==> src/rtl/audio_sequencer.sv <==
// Sample sequencer: routes each received sample through the effect (or straight through on bypass) to the DAC.
// Optional macro AUDIO_SEQ_OVERRUN_CNT_EN adds a saturating dropped-sample counter.
module audio_sequencer #(
  parameter int clock_max  = 25_000_000,
  parameter int FX_TIMEOUT = 1024
) (
  input  logic        clk_25mhz,
  input  logic        reset_n,
  input  logic        rx_ready,
  input  logic [15:0] rx_audio,
  input  logic        bypass,
  output logic        fx_start,
  output logic [15:0] fx_audio_in,
  input  logic        fx_done,
  input  logic [15:0] fx_audio_out,
  output logic        dac_start,
  output logic [15:0] dac_data,
  input  logic        dac_busy,
  output logic        busy,
  output logic        overrun,
  output logic [7:0]  overrun_cnt,
  output logic        fx_timeout
);

  if (FX_TIMEOUT < 2 || FX_TIMEOUT > 65535 || clock_max < 1) begin : g_bad_param
    $error("audio_sequencer: FX_TIMEOUT must be 2..65535 and clock_max positive");
  end

  localparam logic [15:0] TIMEOUT_LAST = 16'(FX_TIMEOUT - 1);

  typedef enum logic [1:0] {
    IDLE,
    FX_WAIT,
    DAC_REQ,
    DAC_WAIT
  } state_t;

  state_t      state_q, state_d;
  logic [15:0] sample_q, sample_d;
  logic [15:0] out_q, out_d;
  logic [15:0] wait_cnt_q, wait_cnt_d;
  logic [15:0] fx_audio_in_q, fx_audio_in_d;
  logic [15:0] dac_data_q, dac_data_d;
  logic        fx_start_q, fx_start_d;
  logic        dac_start_q, dac_start_d;
  logic        overrun_q, overrun_d;
  logic        fx_timeout_q, fx_timeout_d;

  always_comb begin
    state_d       = state_q;
    sample_d      = sample_q;
    out_d         = out_q;
    wait_cnt_d    = wait_cnt_q;
    fx_audio_in_d = fx_audio_in_q;
    dac_data_d    = dac_data_q;
    fx_start_d    = 1'b0;
    dac_start_d   = 1'b0;
    fx_timeout_d  = fx_timeout_q;
    overrun_d     = rx_ready && (state_q != IDLE);

    case (state_q)
      IDLE: begin
        if (rx_ready) begin
          sample_d = rx_audio;
          if (bypass) begin
            out_d   = rx_audio;
            state_d = DAC_REQ;
          end else begin
            fx_start_d    = 1'b1;
            fx_audio_in_d = rx_audio;
            wait_cnt_d    = 16'd0;
            state_d       = FX_WAIT;
          end
        end
      end
      FX_WAIT: begin
        wait_cnt_d = wait_cnt_q + 16'd1;
        // A completion arriving on the last allowed cycle still counts as on time.
        if (fx_done) begin
          out_d   = fx_audio_out;
          state_d = DAC_REQ;
        end else if (wait_cnt_q == TIMEOUT_LAST) begin
          out_d        = sample_q;
          fx_timeout_d = 1'b1;
          state_d      = DAC_REQ;
        end
      end
      DAC_REQ: begin
        if (!dac_busy) begin
          dac_start_d = 1'b1;
          dac_data_d  = out_q;
          state_d     = DAC_WAIT;
        end
      end
      DAC_WAIT: begin
        // The driver may not have raised busy yet in the strobe cycle itself.
        if (!dac_start_q && !dac_busy) begin
          state_d = IDLE;
        end
      end
      default: state_d = IDLE;
    endcase
  end

  always_ff @(posedge clk_25mhz or negedge reset_n) begin
    if (!reset_n) begin
      state_q       <= IDLE;
      sample_q      <= 16'd0;
      out_q         <= 16'd0;
      wait_cnt_q    <= 16'd0;
      fx_audio_in_q <= 16'd0;
      dac_data_q    <= 16'd0;
      fx_start_q    <= 1'b0;
      dac_start_q   <= 1'b0;
      overrun_q     <= 1'b0;
      fx_timeout_q  <= 1'b0;
    end else begin
      state_q       <= state_d;
      sample_q      <= sample_d;
      out_q         <= out_d;
      wait_cnt_q    <= wait_cnt_d;
      fx_audio_in_q <= fx_audio_in_d;
      dac_data_q    <= dac_data_d;
      fx_start_q    <= fx_start_d;
      dac_start_q   <= dac_start_d;
      overrun_q     <= overrun_d;
      fx_timeout_q  <= fx_timeout_d;
    end
  end

`ifdef AUDIO_SEQ_OVERRUN_CNT_EN
  logic [7:0] ovr_cnt_q, ovr_cnt_d;

  always_comb begin
    ovr_cnt_d = ovr_cnt_q;
    if (overrun_d && (ovr_cnt_q != 8'hFF)) begin
      ovr_cnt_d = ovr_cnt_q + 8'd1;
    end
  end

  always_ff @(posedge clk_25mhz or negedge reset_n) begin
    if (!reset_n) begin
      ovr_cnt_q <= 8'd0;
    end else begin
      ovr_cnt_q <= ovr_cnt_d;
    end
  end

  assign overrun_cnt = ovr_cnt_q;
`else
  assign overrun_cnt = 8'd0;
`endif

  assign fx_start    = fx_start_q;
  assign fx_audio_in = fx_audio_in_q;
  assign dac_start   = dac_start_q;
  assign dac_data    = dac_data_q;
  assign busy        = (state_q != IDLE);
  assign overrun     = overrun_q;
  assign fx_timeout  = fx_timeout_q;

endmodule

==> config.mk <==
export PLATFORM = sky130hd
export DESIGN_NAME = audio_sequencer
export DESIGN_NICKNAME = d
export VERILOG_FILES = /design/src/rtl/audio_sequencer.sv
export SDC_FILE = /design/constraint.sdc
export NUM_CORES = 1
export LEC_CHECK = 0
export BUFFER_PORTS_ARGS = -buffer_cell sky130_fd_sc_hd__buf_2
export CAP_MARGIN = 15
export CORE_MARGIN = 2
export CORE_UTILIZATION = 34
export CTS_BUF_LIST = sky130_fd_sc_hd__clkbuf_16
export CTS_CLUSTER_DIAMETER = 60
export DETAILED_ROUTE_END_ITERATION = 10
export GPL_TIMING_DRIVEN = 0
export PLACE_DENSITY_LB_ADDON = 0.25
export SLEW_MARGIN = 20
export SYNTH_ARGS = -nofsm -noshare
export SYNTH_HDL_FRONTEND = slang
export SYNTH_SLANG_ARGS = --single-unit
==> constraint.sdc <==
create_clock -name clk_25mhz -period 2.1 [get_ports clk_25mhz]
set_clock_uncertainty 0.15 [all_clocks]
set_input_delay 0.42 -clock clk_25mhz [delete_from_list [all_inputs] [get_ports clk_25mhz]]
set_output_delay 0.42 -clock clk_25mhz [all_outputs]
set_load 0.01 [all_outputs]
# --- Word level (Yosys, flattened, before mapping) ---
# Cells that the tools add are included.
word_totals:
  reg_bits: 86
  inputBits: 38
  output_inout_bits: 45
  elab_cells: 58
op_classes:
  addsub: 1
  n_eq_ne: 10
  mux: 20
  bitwise: 3
  n_reduce_logical: 14
ops:
  columns: ["op", "count"]
  rows:
  - ["2-to-1 mux 16 bit", 6]
  - ["case mux 16 bit (2 select lines)", 2]
  - ["adder 16 x 1 -> 16 bit (second input constant)", 1]
  - ["== test 16 x 10 -> 1 bit (second input constant)", 1]
  - ["2-to-1 mux 2 bit", 6]
  - ["inequality test 2 bit (second input constant)", 5]
  - ["AND reduction 3 bit", 3]
  - ["case mux 2 bit (4 select lines)", 1]
  - ["AND reduction 4 bit", 2]
  - ["2-to-1 mux 1 bit", 5]
  - ["== test 2 bit (second input constant)", 2]
  - ["AND reduction 2 bit", 2]
  - ["nonzero test 2 bit", 2]
  - ["inequality test 3 bit (second input constant)", 1]
  - ["NOT 1 bit", 3]
  - ["== test 2 x 1 -> 1 bit (second input constant)", 1]
  - ["logical AND 1 bit", 2]
  - ["logical NOT 1 bit", 2]
  - ["logical NOT 2 bit", 1]

# --- Longest topological paths before layout ---
# Gate-level depths: netlist (run 1).
depth:
  depth_word: 4
  depth_mapped: 10
  mapped_depth_nobuf: 8

# --- Worst setup path before layout (run 1) ---
# OpenSTA, ideal clock, no wires.
synth_timing:
  path_type: "flip-flop to flip-flop"
  startpoint: "reg state_q[0]"
  endpoint: "reg out_q[10]"
  arrival_ns: 2.014
  setup_slack_ns: -0.189
  stages_incl_launch_ff: 9
  n_path_buf: 2
  synth_period_minus_slack_ns: 2.289
  path_cell_list: "dfrtp_1 > inv_1 > ha_1 > nor2b_1 > buf_1 > a31oi_1 > a21oi_2 > buf_4 > mux2_2"
synth_via:
  elab_chain_len: 3
  elab_cells_between_ends: 8
  cone_classes: "eq/ne: 4; mux: 1; reduce/logical: 3"
synth_rtl:
  columns: ["item", "line_no", "source"]
  rows:
  - ["from (decl)", "38", "state_t state_q, state_d;"]
  - ["from (signal assigned)", "118", "state_q <= state_d;"]
  - ["== test 2 x 1 -> 1 bit / logical NOT 2 bit (equally long branches)", "61", "case (state_q)"]
  - ["inequality test 3 bit (no line) (tied with other cells)", null, null]
  - ["AND reduction 4 bit (no line)", null, null]
  - ["to (signal assigned)", "120", "out_q <= out_d;"]
  - ["to (decl)", "40", "logic [15:0] out_q, out_d;"]
# Parallel ways exist; a longest one is shown, timed or not.
# A chain may end at the register's enable or synchronous reset.

# --- Worst setup path after layout (run 1) ---
layout_timing:
  startpoint: "reg state_q[0]"
  endpoint: "reg wait_cnt_q[12]"
layout_via:
  elab_chain_len: 3
  elab_cells_between_ends: 7
  cone_classes: "eq/ne: 3; mux: 1; reduce/logical: 3"
layout_rtl:
  columns: ["item", "line_no", "source"]
  rows:
  - ["logical NOT 2 bit / == test 2 x 1 -> 1 bit (equally long branches)", "61", null]
  - ["inequality test 2 bit (no line) / nonzero test 2 bit (equally long branches)", null, null]
  - ["AND reduction 3 bit (no line)", null, null]
  - ["to (signal assigned)", "121", "wait_cnt_q <= wait_cnt_d;"]
  - ["to (decl)", "41", "logic [15:0] wait_cnt_q, wait_cnt_d;"]
# Parallel ways exist; a longest one is shown, timed or not.

==> summary.txt, run 1 <==
Route
  • 1st-iter DRT viols: 126
  • WL final: 9340 um
  • Antenna Nets Post-Route: 0
  • Detailed-route via count: 2987
  • WL/cell: 15.1 um
  • Vias per cell: 4.84
  • DRC: 0
  • Drt pass-1 iters: 4

Layout
  • Layout net count: 513
  • Fillers: 1077
  • FF+latch area: between 0.002 and 0.0025 mm2
  • Layout Utilization: 46.7%
  • Multi-input logic area: 0.00179 mm2
  • Cell Count, Final, Fillers Out: 617
  • Antenna cell count: 0
  • Area growth, synth to finish: 34.3%
  • Layout cell share with drive strength beyond 1: between 40% and 50%

Pwr
  • Reg power frac: 35.8%
  • Peak supply drop: 0.817 mV
  • Switching pwr: 0.00235 W
  • Net Sw Frac: ~31%
  • Clock power frac: a little over a quarter
  • Leakage: 2.54 nW
  • Int Pwr: between 0.005 and 0.006 W
  • Pwr Density: 1410 mW/mm2
  • Combinational share of power: 38.2%

Logic synthesis
  • EDFF count, synth: 0
  • Synthesized cell area: 0.00396 mm2
  • Seq cells post-synth: 86
  • Post-synthesis sequential area ratio: 54.4%
  • Synth Flop Type: dfrtp_1
  • Async set or reset register ratio after synthesis: 100%
  • Mapped Cells: 350
  • Yosys warnings: 0
  • Synth cell types: 38
  • Syn Area/Cell: 11.3 um2

STA
  • Unrepaired setup endpoints after global routing: true
  • Measured slew at the worst slew-check pin: 0.642 ns
  • Max frequency: 0.476 GHz
  • Fin crit share: 100%
  • Setup WS post-layout: -0.00127 ns
  • Fin Hold WS: 0.154 ns
  • Count of final hold-check violations: 0
  • Setup TNS: -0.00127 ns
  • Setup Viol. Count Final: 1
  • Crit path time final: 2.10 ns
  • Final Max Tran Viols: 0
  • Rel. slew slack: 57.2%

Setup path
  • Crit path arrival time: 2.22 ns
  • Worst EP required: 2.22 ns
  • Critical Path Max Stage Delay: roughly 0.4 ns
  • Crit path kind: reg -> reg
  • CP max stage cell: dfrtp_1
  • WP buf/inv: 4
  • Critical path cell sequence: inv_2, ha_4, nand2_8, or2_1, buf_6, clkinv_8, o2111ai_4, buf_6, or3_4, a21oi_2
  • Cell family with most CP delay: simple AND/OR/NAND/NOR gates
  • CP Capture Type: flop
  • Most frequent CP cell: buf_6
  • CP Max Fanout: 8
  • Crit path launch type: flop

Run
  • Maxcap violations: 0

Floorplanning
  • Die area: 0.0125 mm2
  • Io pins: 83
  • Initial Util: 34.8%
  • Chip width: 112 um
  • Row cnt: 39
  • Core area: 0.0114 mm2
  • Die Ht: 112 um

Global route
  • First-pass GRT wire length: 15500 um
  • Largest net degree at the start of global routing: 56
  • Overflow after GRT: 0
  • Number of global-route vias before repair: between 3000 and 4000
  • GR Util All Layers: 15.6%
  • Initial antenna violation count: 2

Place
  • Port Buf Inserts: 73
  • Placed Cells: ~570
  • GPL Wtd Cong: 0.747
  • Worst slack at placement: -0.315 ns
  • DP Wirelength: 6510 um

Outcome
  • Failing checks: negative setup slack
  • Status: finished with violations

Clock network
  • TritonCTS clock tree: done
  • # clock sinks: 86
  • Clk buf depth: 2
  • Clk pin slew, worst setup/hold paths: approximately 0.060 ns
  • Clk_lat worst skew: 0.34 ns
  • TritonCTS Buffers: 9
  • CTS H-tree lvls: 3
  • Root Buffer: clkbuf_16

Hold path
  • HP Class: in -> reg
## per-layer routing
metal  routed length, um  track usage, %  up-vias  share of wire (%)
li1                    -               -     1432                  -
met1                3950            19.3     1460                 42
met2                4590            25.9       81                 49
met3                 676            6.04       12                7.2
met4                 111            3.95        2                1.2
met5                  17               0        -               0.18
## sequential cells by signal, indices dropped and copies added (netlist names)
register and cells:
dac_data 16, fx_timeout 1, fx_audio_in 16, wait_cnt_q 16, state_q 2, fx_start 1
overrun 1, dac_start 1, out_q 16, sample_q 16
## path summary, 6_finish.rpt
kind | from | end | slack [ns] | depth (start not counted)
max | state_q[0]$_DFFE_PN0P_ | wait_cnt_q[12]$_DFFE_PN0P_ | -0.001 | 10
min | rx_audio[6] | fx_audio_in[6]$_DFFE_PN0P_ | 0.15 | 3
max reg2reg | state_q[0]$_DFFE_PN0P_ | wait_cnt_q[12]$_DFFE_PN0P_ | -0.001 | 10
min reg2reg | fx_audio_in[2]$_DFFE_PN0P_ | fx_audio_in[2]$_DFFE_PN0P_ | 0.32 | 2
max in group asynchronous | reset_n | out_q[11]$_DFFE_PN0P_ | 0.76 | 3
min in group asynchronous | reset_n | wait_cnt_q[11]$_DFFE_PN0P_ | 0.42 | 2
## cell type report
class | instances | area share (%)
clock buffer | 9 | 4.24
multi-input combinational | 243 | 33.7
buffer | 23 | 3.30
tap | 143 | 3.37
clock inverter | 7 | 2.73
inverter | 4 | 0.518
sequential | 86 | 40.5
timing repair buffer | 102 | 11.7
## tightest hold or removal path: cells and delay by family
kind / cells / cell delay, ns
buffers and inverters: 1 / 0.10
and+or+nand+nor: 2 / 0.09
## power groups by stage
stage          combinational [W]  sequential (W)  clock, W
3_5_place_dp             0.00242         0.00271         0
4_1_cts                  0.00279         0.00269   0.00200
3_3_place_gp             0.00236         0.00269         0
2_1_floorplan            0.00150         0.00280         0
5_1_grt                  0.00315         0.00277   0.00206
6_report                 0.00286         0.00268   0.00195
## timing repair
item	4_1_cts	5_1_grt
buffers inserted	26	0
hold buffers	1	0
cloned	1	0
pin swaps	9	8
gates resized for setup	17	29
setup endpoints to repair	48	62
hold endpoints to repair	31	0
## cell usage in the layout, fill, tap and decap left out, drive strengths merged, types with 2 or more instances in the layout
| master | count |
|---|---|
| dfrtp | 86 |
| nor2 | 25 |
| bufinv | 4 |
| o21ai | 12 |
| nor2b | 3 |
| clkbuf | 16 |
| nand2 | 56 |
| nand3 | 2 |
| nand2b | 2 |
| clkinv | 2 |
| nand4 | 4 |
| ha | 6 |
| mux2 | 48 |
| or3 | 7 |
| xor2 | 6 |
| inv | 4 |
| mux2i | 19 |
| and3 | 3 |
| buf | 117 |
| a21oi | 27 |
| o2111ai | 4 |
| conb | 8 |
## cell usage after synthesis (all sizes together), types with 2 or more instances
cell / instances / share of area (%)
nand3: 2 / 0.25
buf: 16 / 2.7
mux2: 48 / 14
nand2: 56 / 5.5
nand4: 4 / 0.63
and3: 3 / 0.47
nor2b: 3 / 0.47
clkbuf: 8 / 0.76
nor2: 25 / 2.4
dfrtp: 86 / 54
a21oi: 27 / 3.5
xor2: 6 / 1.3
ha: 6 / 1.9
or3: 7 / 1.1
o2111ai: 4 / 1.3
nand2b: 2 / 0.32
mux2i: 19 / 4.8
inv: 3 / 0.28
o21ai: 12 / 1.5
## kinds of logic (layout without fill, tap and decap cells)
group | count (synthesis) | count (layout) | synth area share, %
xor+xnor | 6 | 6 | 1.33
flops | 86 | 86 | 54.4
compound gates | 48 | 48 | 7.37
fa+ha+maj | 6 | 6 | 1.90
mux | 67 | 67 | 18.5
other cells | 1 | 8 | 0.0948
buf+inv | 28 | 145 | 4.11
simple gates | 108 | 108 | 12.3
## per-stage QoR
| step | total power (W) | area, um2 |
|---|---|---|
| final | 0.00750 | 5310 |
| after global routing | 0.00799 | 5310 |
| after CTS | 0.00748 | 5210 |
| after detailed placement | 0.00514 | 4580 |
| after global placement | 0.00505 | 4550 |
| after floorplan | 0.00430 | 4010 |
Note: power is estimated with default switching activity, not from simulation.
==> inputs of run 2 (changes only) <==
--- a/config.mk
+++ b/config.mk
@@ -7,6 +7,8 @@
 export LEC_CHECK = 0
 export BUFFER_PORTS_ARGS = -buffer_cell sky130_fd_sc_hd__buf_2
 export CAP_MARGIN = 15
+export CELL_PAD_IN_SITES_DETAIL_PLACEMENT = 1
+export CELL_PAD_IN_SITES_GLOBAL_PLACEMENT = 1
 export CORE_MARGIN = 2
 export CORE_UTILIZATION = 34
 export CTS_BUF_LIST = sky130_fd_sc_hd__clkbuf_16
==> run 2 against run 1 <==
The run now ends clean. Die area unchanged. Register-to-register slack improved by 0.02 ns. First-iteration DRC count is 37% lower. Clock-buffer cell count unchanged. Combinational power is essentially flat. Global-route usage is 2.2 points higher. Sequential share of layout area is 0.59 points higher. Clock power down 10%. Critical path type unchanged. Critical endpoint is now out_q[2]$_DFFE_PN0P_. Largest cell class unchanged. Highest routed layer is now met4.
==> summary.txt, run 2 (synthesized netlist as in run 1, its figures left out) <==
Global route
  • Number of global-route vias before repair: 3396 (+9.9%)
  • Largest net degree at the start of global routing: 61 (+8.9%)
  • Initial antenna violation count: 0 (-2)
  • GR Util All Layers: 17.8% (+2.2 points)
  • Overflow after GRT: 0 (unchanged)
  • First-pass GRT wire length: 17300 um (+12%)

STA
  • Crit path time final: 2.08 ns (-0.0229 ns)
  • Rel. slew slack: 57.6% (+0.40 points)
  • Setup Viol. Count Final: 0 (-1)
  • Final Max Tran Viols: 0 (unchanged)
  • Measured slew at the worst slew-check pin: 0.636 ns (-0.00600 ns)
  • Fin crit share: 99.0% (-1.1 points)
  • Count of final hold-check violations: 0 (unchanged)
  • Unrepaired setup endpoints after global routing: true
  • Max frequency: 0.481 GHz (+1.1%)

Setup path
  • FF-to-FF path depth: 8 (-2)
  • Crit path launch type: flop
  • CP Max Fanout: 6 (-2)
  • Critical R2R Capture: out_q[2]$_DFFE_PN0P_
  • CP Capture Type: flop
  • Crit path kind: reg -> reg
  • Reg2reg start: state_q[1]$_DFFE_PN0P_
  • Worst EP required: 2.18 ns (-0.04 ns)
  • Worst R2R Setup Slack: 0.02 ns (+0.02 ns)
  • Crit path arrival time: 2.16 ns (-0.06 ns)

Floorplanning
  • Io pins: 83 (unchanged)
  • Core area: 0.0114 mm2 (unchanged)
  • Die area: 0.0125 mm2 (unchanged)
  • Die Ht: 112 um (unchanged)
  • Initial Util: 34.8% (unchanged)
  • Chip width: 112 um (unchanged)
  • Row cnt: 39 (unchanged)

Pwr
  • Clock power frac: 24.0% (-2.0 points)
  • Leakage: 2.51 nW (-1.1%)
  • Switching pwr: 0.00242 W (+3.1%)
  • Net Sw Frac: 33.2% (+1.9 points)
  • Combinational share of power: 39.0% (+0.8 points)
  • Peak supply drop: 0.556 mV (-32%)
  • Tot Pwr: 0.00729 W (-2.8%)
  • Reg power frac: 37.0% (+1.2 points)
  • Pwr Density: 1390 mW/mm2 (-1.4%)
  • Int Pwr: 0.00487 W (-5.5%)

Route
  • Antenna Nets Post-Route: 0 (unchanged)
  • 1st-iter DRT viols: 80 (-37%)
  • Vias per cell: 4.93 (+1.9%)
  • WL final: 10400 um (+12%)
  • WL/cell: 17.0 um (+12%)
  • Drt pass-1 iters: 4 (unchanged)
  • Detailed-route via count: 3024 (+1.2%)
  • DRC: 0 (unchanged)

Layout
  • Multi-input logic area: 0.00179 mm2 (+0.28%)
  • Most frequent cells in the layout: dfrtp_1, buf_2, nand2_1, mux2_2, buf_4
  • Commonest non-fill, non-tap cell in the layout: dfrtp_1
  • Layout Utilization: 46.1% (-0.64 points)
  • Fillers: 1237 (+15%)
  • Area growth, synth to finish: 32.5%
  • FF+latch area: 0.00215 mm2 (about the same)
  • Antenna cell count: 0 (unchanged)
  • Layout net count: 509 (-0.78%)
  • Layout cell share with drive strength beyond 1: 43.8% (-0.052 points)

Clock network
  • Clk buf depth: 2 (unchanged)
  • Clk_lat worst skew: 0.35 ns (about the same)
  • Root Buffer: clkbuf_16
  • TritonCTS Buffers: 9 (unchanged)
  • CTS H-tree lvls: 3 (unchanged)
  • # clock sinks: 86 (unchanged)
  • TritonCTS clock tree: done
  • Clk pin slew, worst setup/hold paths: 0.07 ns (about the same)

Run
  • Maxcap violations: 0 (unchanged)

Hold path
  • Hold EP: fx_audio_in[3]$_DFFE_PN0P_
  • Worst hold start: rx_audio[3]
  • WHS Path Cells: 3 (unchanged)
  • HP Class: in -> reg

Place
  • DP Wirelength: 7110 um (+9.1%)
  • Port Buf Inserts: 73 (unchanged)
  • GPL Wtd Cong: 0.731 (-2.1%)

Outcome
  • Status: finished, final reports clean
==> run 2: cell count changes in the layout (fill, tap and decap cells not counted), sizes merged <==
cell      before  now
buf          117  114
bufinv         4    2
clkbuf        16   15
clkinv         2    5
clkinvlp       1    0
==> run 2: worst max path at each step <==
stage                           startpoint                         end  slack (ns)
finish              state_q[1]$_DFFE_PN0P_        out_q[2]$_DFFE_PN0P_        0.02
global route        state_q[0]$_DFFE_PN0P_   wait_cnt_q[8]$_DFFE_PN0P_       -0.08
CTS                 state_q[0]$_DFFE_PN0P_  wait_cnt_q[14]$_DFFE_PN0P_       0.002
detailed placement  state_q[0]$_DFFE_PN0P_    dac_data[11]$_DFFE_PN0P_       -0.43
global placement    state_q[0]$_DFFE_PN0P_    dac_data[12]$_DFFE_PN0P_       -0.40
floorplan           state_q[1]$_DFFE_PN0P_  wait_cnt_q[14]$_DFFE_PN0P_        0.01
==> run 2: through the flow <==
stage | TNS (ns) | area [um2] | hold WS (ns) | worst slack, ns | std cells
floorplan | 0 | 4010 | -0.0256 | 0.0105 | 357
global placement | -42.41 | 4550 | 0.303 | -0.400 | 573
detailed placement | -12.44 | 4580 | 0.162 | -0.432 | 574
CTS | 0 | 5180 | 0.143 | 0.00178 | 613
global route | -1.09 | 5240 | 0.176 | -0.0758 | 613
finish | 0 | 5240 | 0.155 | 0.0217 | 613
==> run 2: critical path: stages, from the launching register on <==
cell and delay, ns:
dfrtp_1 0.36, inv_2 0.06, buf_4 0.14, ha_4 0.16, clkbuf_8 0.14, nor2b_2 0.17
a21oi_4 0.28, buf_6 0.17, mux2_2 0.33
==> run 2: power by group through the flow <==
stage               Sequential [W]  Combinational [W]  Clock, W
global placement           0.00270            0.00236         0
floorplan                  0.00280            0.00150         0
finish                     0.00270            0.00284   0.00175
CTS                        0.00270            0.00283   0.00180
detailed placement         0.00273            0.00245         0
global route               0.00280            0.00312   0.00187
==> run 2: final cells by class <==
cell class                      instances  area share, %
Clock inverter                          7           1.86
Clock buffer                            9           4.30
Tap cell                              143           3.41
Timing Repair Buffer                   99           11.5
Sequential cell                        86           41.1
Inverter                                4          0.525
Buffer                                 22           3.10
Multi-Input combinational cell        243           34.2
==> run 2: repair_timing <==
action / 4_1_cts / 5_1_grt
pin swaps: 9 / 8
endpoints found under the hold margin: 26 / 0
hold buffers: 1 / 0
buffers inserted: 21 / 2
endpoints found under the setup margin: 55 / 61
resized for setup: 28 / 18
gates cloned: 1 / 0
==> run 2: metal layers <==
layer	global-route usage (%)	part of all wire, %	routed length [um]
met2	30.0	49	5130
met4	7.65	2.2	229
met5	0	0	0
met3	4.30	5.0	523
met1	21.8	44	4540
==> inputs of run 3 (changes only) <==
--- a/config.mk
+++ b/config.mk
@@ -15,6 +15,7 @@
 export CTS_CLUSTER_DIAMETER = 60
 export DETAILED_ROUTE_END_ITERATION = 10
 export GPL_TIMING_DRIVEN = 0
+export MAX_ROUTING_LAYER = met4
 export PLACE_DENSITY_LB_ADDON = 0.25
 export SLEW_MARGIN = 20
 export SYNTH_ARGS = -nofsm -noshare
==> constraint.sdc (replaced) <==
create_clock -name clk_25mhz -period 2.15 [get_ports clk_25mhz]
set_clock_uncertainty 0.15 [all_clocks]
set_input_delay 0.43 -clock clk_25mhz [delete_from_list [all_inputs] [get_ports clk_25mhz]]
set_output_delay 0.43 -clock clk_25mhz [all_outputs]
set_load 0.01 [all_outputs]
==> run 3 against run 2 <==
The flow now finishes with violations (negative setup slack). Die area is the same. Sequential cell count is the same. Critical path depth grew 1. Via count grew 0.36%. Clock-buffer cell count is the same. Sequential share of layout area grew 0.76 points. Combinational power shrank 8.1%. Largest cell class unchanged.
==> summary.txt, run 3 (synthesized netlist as in run 1, its figures left out) <==
Outcome
  • Status: finished with violations
  • Failing checks: negative setup slack

Clock network
  • TritonCTS clock tree: done
  • # clock sinks: 86 (unchanged)
  • Clk pin slew, worst setup/hold paths: 0.06 ns (about the same)
  • Clk buf depth: 2 (unchanged)
  • TritonCTS Buffers: 9 (unchanged)
  • Root Buffer: clkbuf_16
  • Clk_lat worst skew: 0.34 ns (about the same)
  • CTS H-tree lvls: 3 (unchanged)

Floorplanning
  • Die area: 0.0125 mm2 (unchanged)
  • Row cnt: 39 (unchanged)
  • Initial Util: 34.8% (unchanged)
  • Io pins: 83 (unchanged)
  • Core area: 0.0114 mm2 (unchanged)
  • Chip width: 112 um (unchanged)
  • Die Ht: 112 um (unchanged)

Layout
  • Area growth, synth to finish: 30.0%
  • Layout net count: 507 (-0.39%)
  • Commonest non-fill, non-tap cell in the layout: dfrtp_1
  • Layout cell share with drive strength beyond 1: 42.1% (-1.7 points)
  • Most frequent cells in the layout: dfrtp_1, buf_2, nand2_1, mux2_2, buf_4
  • Layout Utilization: 45.2% (-0.86 points)

Route
  • WL/cell: 16.3 um (-4.1%)
  • 1st-iter DRT viols: 69 (-14%)
  • Vias per cell: 4.95 (+0.36%)
  • Antenna Nets Post-Route: 0 (unchanged)
  • Detailed-route via count: 3035 (+0.36%)
  • Drt pass-1 iters: 4 (unchanged)
  • DRC: 0 (unchanged)
  • WL final: 9990 um (-4.1%)

Place
  • GPL Wtd Cong: 0.798 (+9.2%)
  • DP Wirelength: 7080 um (-0.35%)
  • Port Buf Inserts: 73 (unchanged)

Global route
  • Overflow after GRT: 0 (unchanged)
  • GR Util All Layers: 17.0% (-0.84 points)
  • First-pass GRT wire length: 16200 um (-6.2%)
  • Number of global-route vias before repair: 3116 (-8.2%)
  • Initial antenna violation count: 2 (+2)
  • Largest net degree at the start of global routing: 60 (-1.6%)

Setup path
  • Crit path arrival time: 2.33 ns (+0.17 ns)
  • CP max stage cell: or4_4
  • Crit path launch type: flop
  • Crit path kind: reg -> reg
  • Critical Path Max Stage Delay: 0.55 ns (+0.19 ns)
  • CP Max Fanout: 7 (+1)
  • CP Capture Type: flop
  • Critical path cell sequence: inv_2, ha_4, nand2_8, or2_1, buf_6, clkinv_8, o2111ai_4, or4_4, a21oi_2
  • Worst EP required: 2.27 ns (+0.09 ns)

STA
  • Setup WS post-layout: -0.0664 ns (-0.0881 ns)
  • Max frequency: 0.451 GHz (-6.2%)
  • Fin Hold WS: 0.169 ns (+0.0142 ns)
  • Unrepaired setup endpoints after global routing: true
  • Measured slew at the worst slew-check pin: 0.671 ns (+0.0350 ns)
  • Fin crit share: 103% (+4.1 points)
  • Final Max Tran Viols: 0 (unchanged)
  • Crit path time final: 2.22 ns (+0.138 ns)
  • Count of final hold-check violations: 0 (unchanged)
  • Setup Viol. Count Final: 2 (+2)
  • Rel. slew slack: 55.3% (-2.3 points)
  • Setup TNS: -0.0798 ns (-0.0798 ns)

Pwr
  • Leakage: 2.47 nW (-1.7%)
  • Pwr Density: 1320 mW/mm2 (-4.8%)
  • Tot Pwr: 0.00681 W (-6.6%)
  • Peak supply drop: 0.601 mV (+8.0%)

Hold path
  • HP Class: in -> reg

Run
  • Maxcap violations: 0 (unchanged)
run 3: cell types whose count changed in the layout (fill, tap and decap cells not counted), moves of 2 or more:
cell / previous run / this run
a21oi_1: 21 / 24
a21oi_2: 5 / 2
clkinvlp_4: 0 / 2
clkbuf_2: 1 / 5
diode_2: 0 / 2
buf_6: 8 / 3
run 3: per-layer routing:
metal / track usage [%] / up-vias / share of wire, %
met3: 4.14 / 11 / 5.5
met2: 26.5 / 72 / 48
met5: - / - / 0
met4: 5.19 / 0 / 1.3
li1: - / 1430 / -
met1: 22.0 / 1522 / 45
run 3: what timing repair did:
item                                    in CTS  in global routing
endpoints found under the setup margin      53                 49
pin swaps                                    4                  8
gates resized for setup                     14                 22
buffers inserted                             9                 10
hold endpoints to repair                    27                  0
hold buffers                                 1                  0
gates cloned                                 1                  0
run 3: worst paths after layout:
path | start | depth (start not counted) | slack [ns] | to
max in group asynchronous | reset_n | 3 | 0.88 | dac_data[8]$_DFFE_PN0P_
min in group asynchronous | reset_n | 2 | 0.38 | wait_cnt_q[11]$_DFFE_PN0P_
hold / removal | rx_audio[8] | 3 | 0.17 | fx_audio_in[8]$_DFFE_PN0P_
setup reg to reg | state_q[0]$_DFFE_PN0P_ | 9 | -0.07 | wait_cnt_q[14]$_DFFE_PN0P_
hold reg to reg | fx_audio_in[14]$_DFFE_PN0P_ | 2 | 0.32 | fx_audio_in[14]$_DFFE_PN0P_
setup / recovery | state_q[0]$_DFFE_PN0P_ | 9 | -0.07 | wait_cnt_q[14]$_DFFE_PN0P_
run 3: power by group:
| part | leakage, nW | total (W) | switching, W | internal [W] |
|---|---|---|---|---|
| clock | 0.142 | 0.00155 | 0.000650 | 0.000902 |
| sequential | 1.06 | 0.00265 | 0.000355 | 0.00229 |
| combinational | 1.27 | 0.00261 | 0.00126 | 0.00135 |
run 3: through the flow:
stage          setup WS, ns  instance area [um2]  instances
3_5_place_dp         -0.399                 4570        574
3_3_place_gp         -0.333                 4540        573
5_1_grt              -0.153                 5140        613
6_report            -0.0664                 5140        613
2_1_floorplan       0.00563                 3990        357
4_1_cts             -0.0402                 5010        601
run 3: final cells by class:
type | instances | area [um2]
clock inverter | 7 | 72.6
sequential | 86 | 2150
tap | 143 | 179
buffer | 24 | 164
inverter | 4 | 27.5
fill | 1254 | 6230
multi-input combinational | 244 | 1760
antenna | 2 | 5.00
timing repair buffer | 94 | 556
clock buffer | 9 | 225
run 3: critical path: cells and delay by family, from the launching register on:
family,cells,cell delay (ns)
simple gates,3,0.83
buf+inv,3,0.30
fa+ha+maj,1,0.17
flops,1,0.41
compound gates,2,0.29
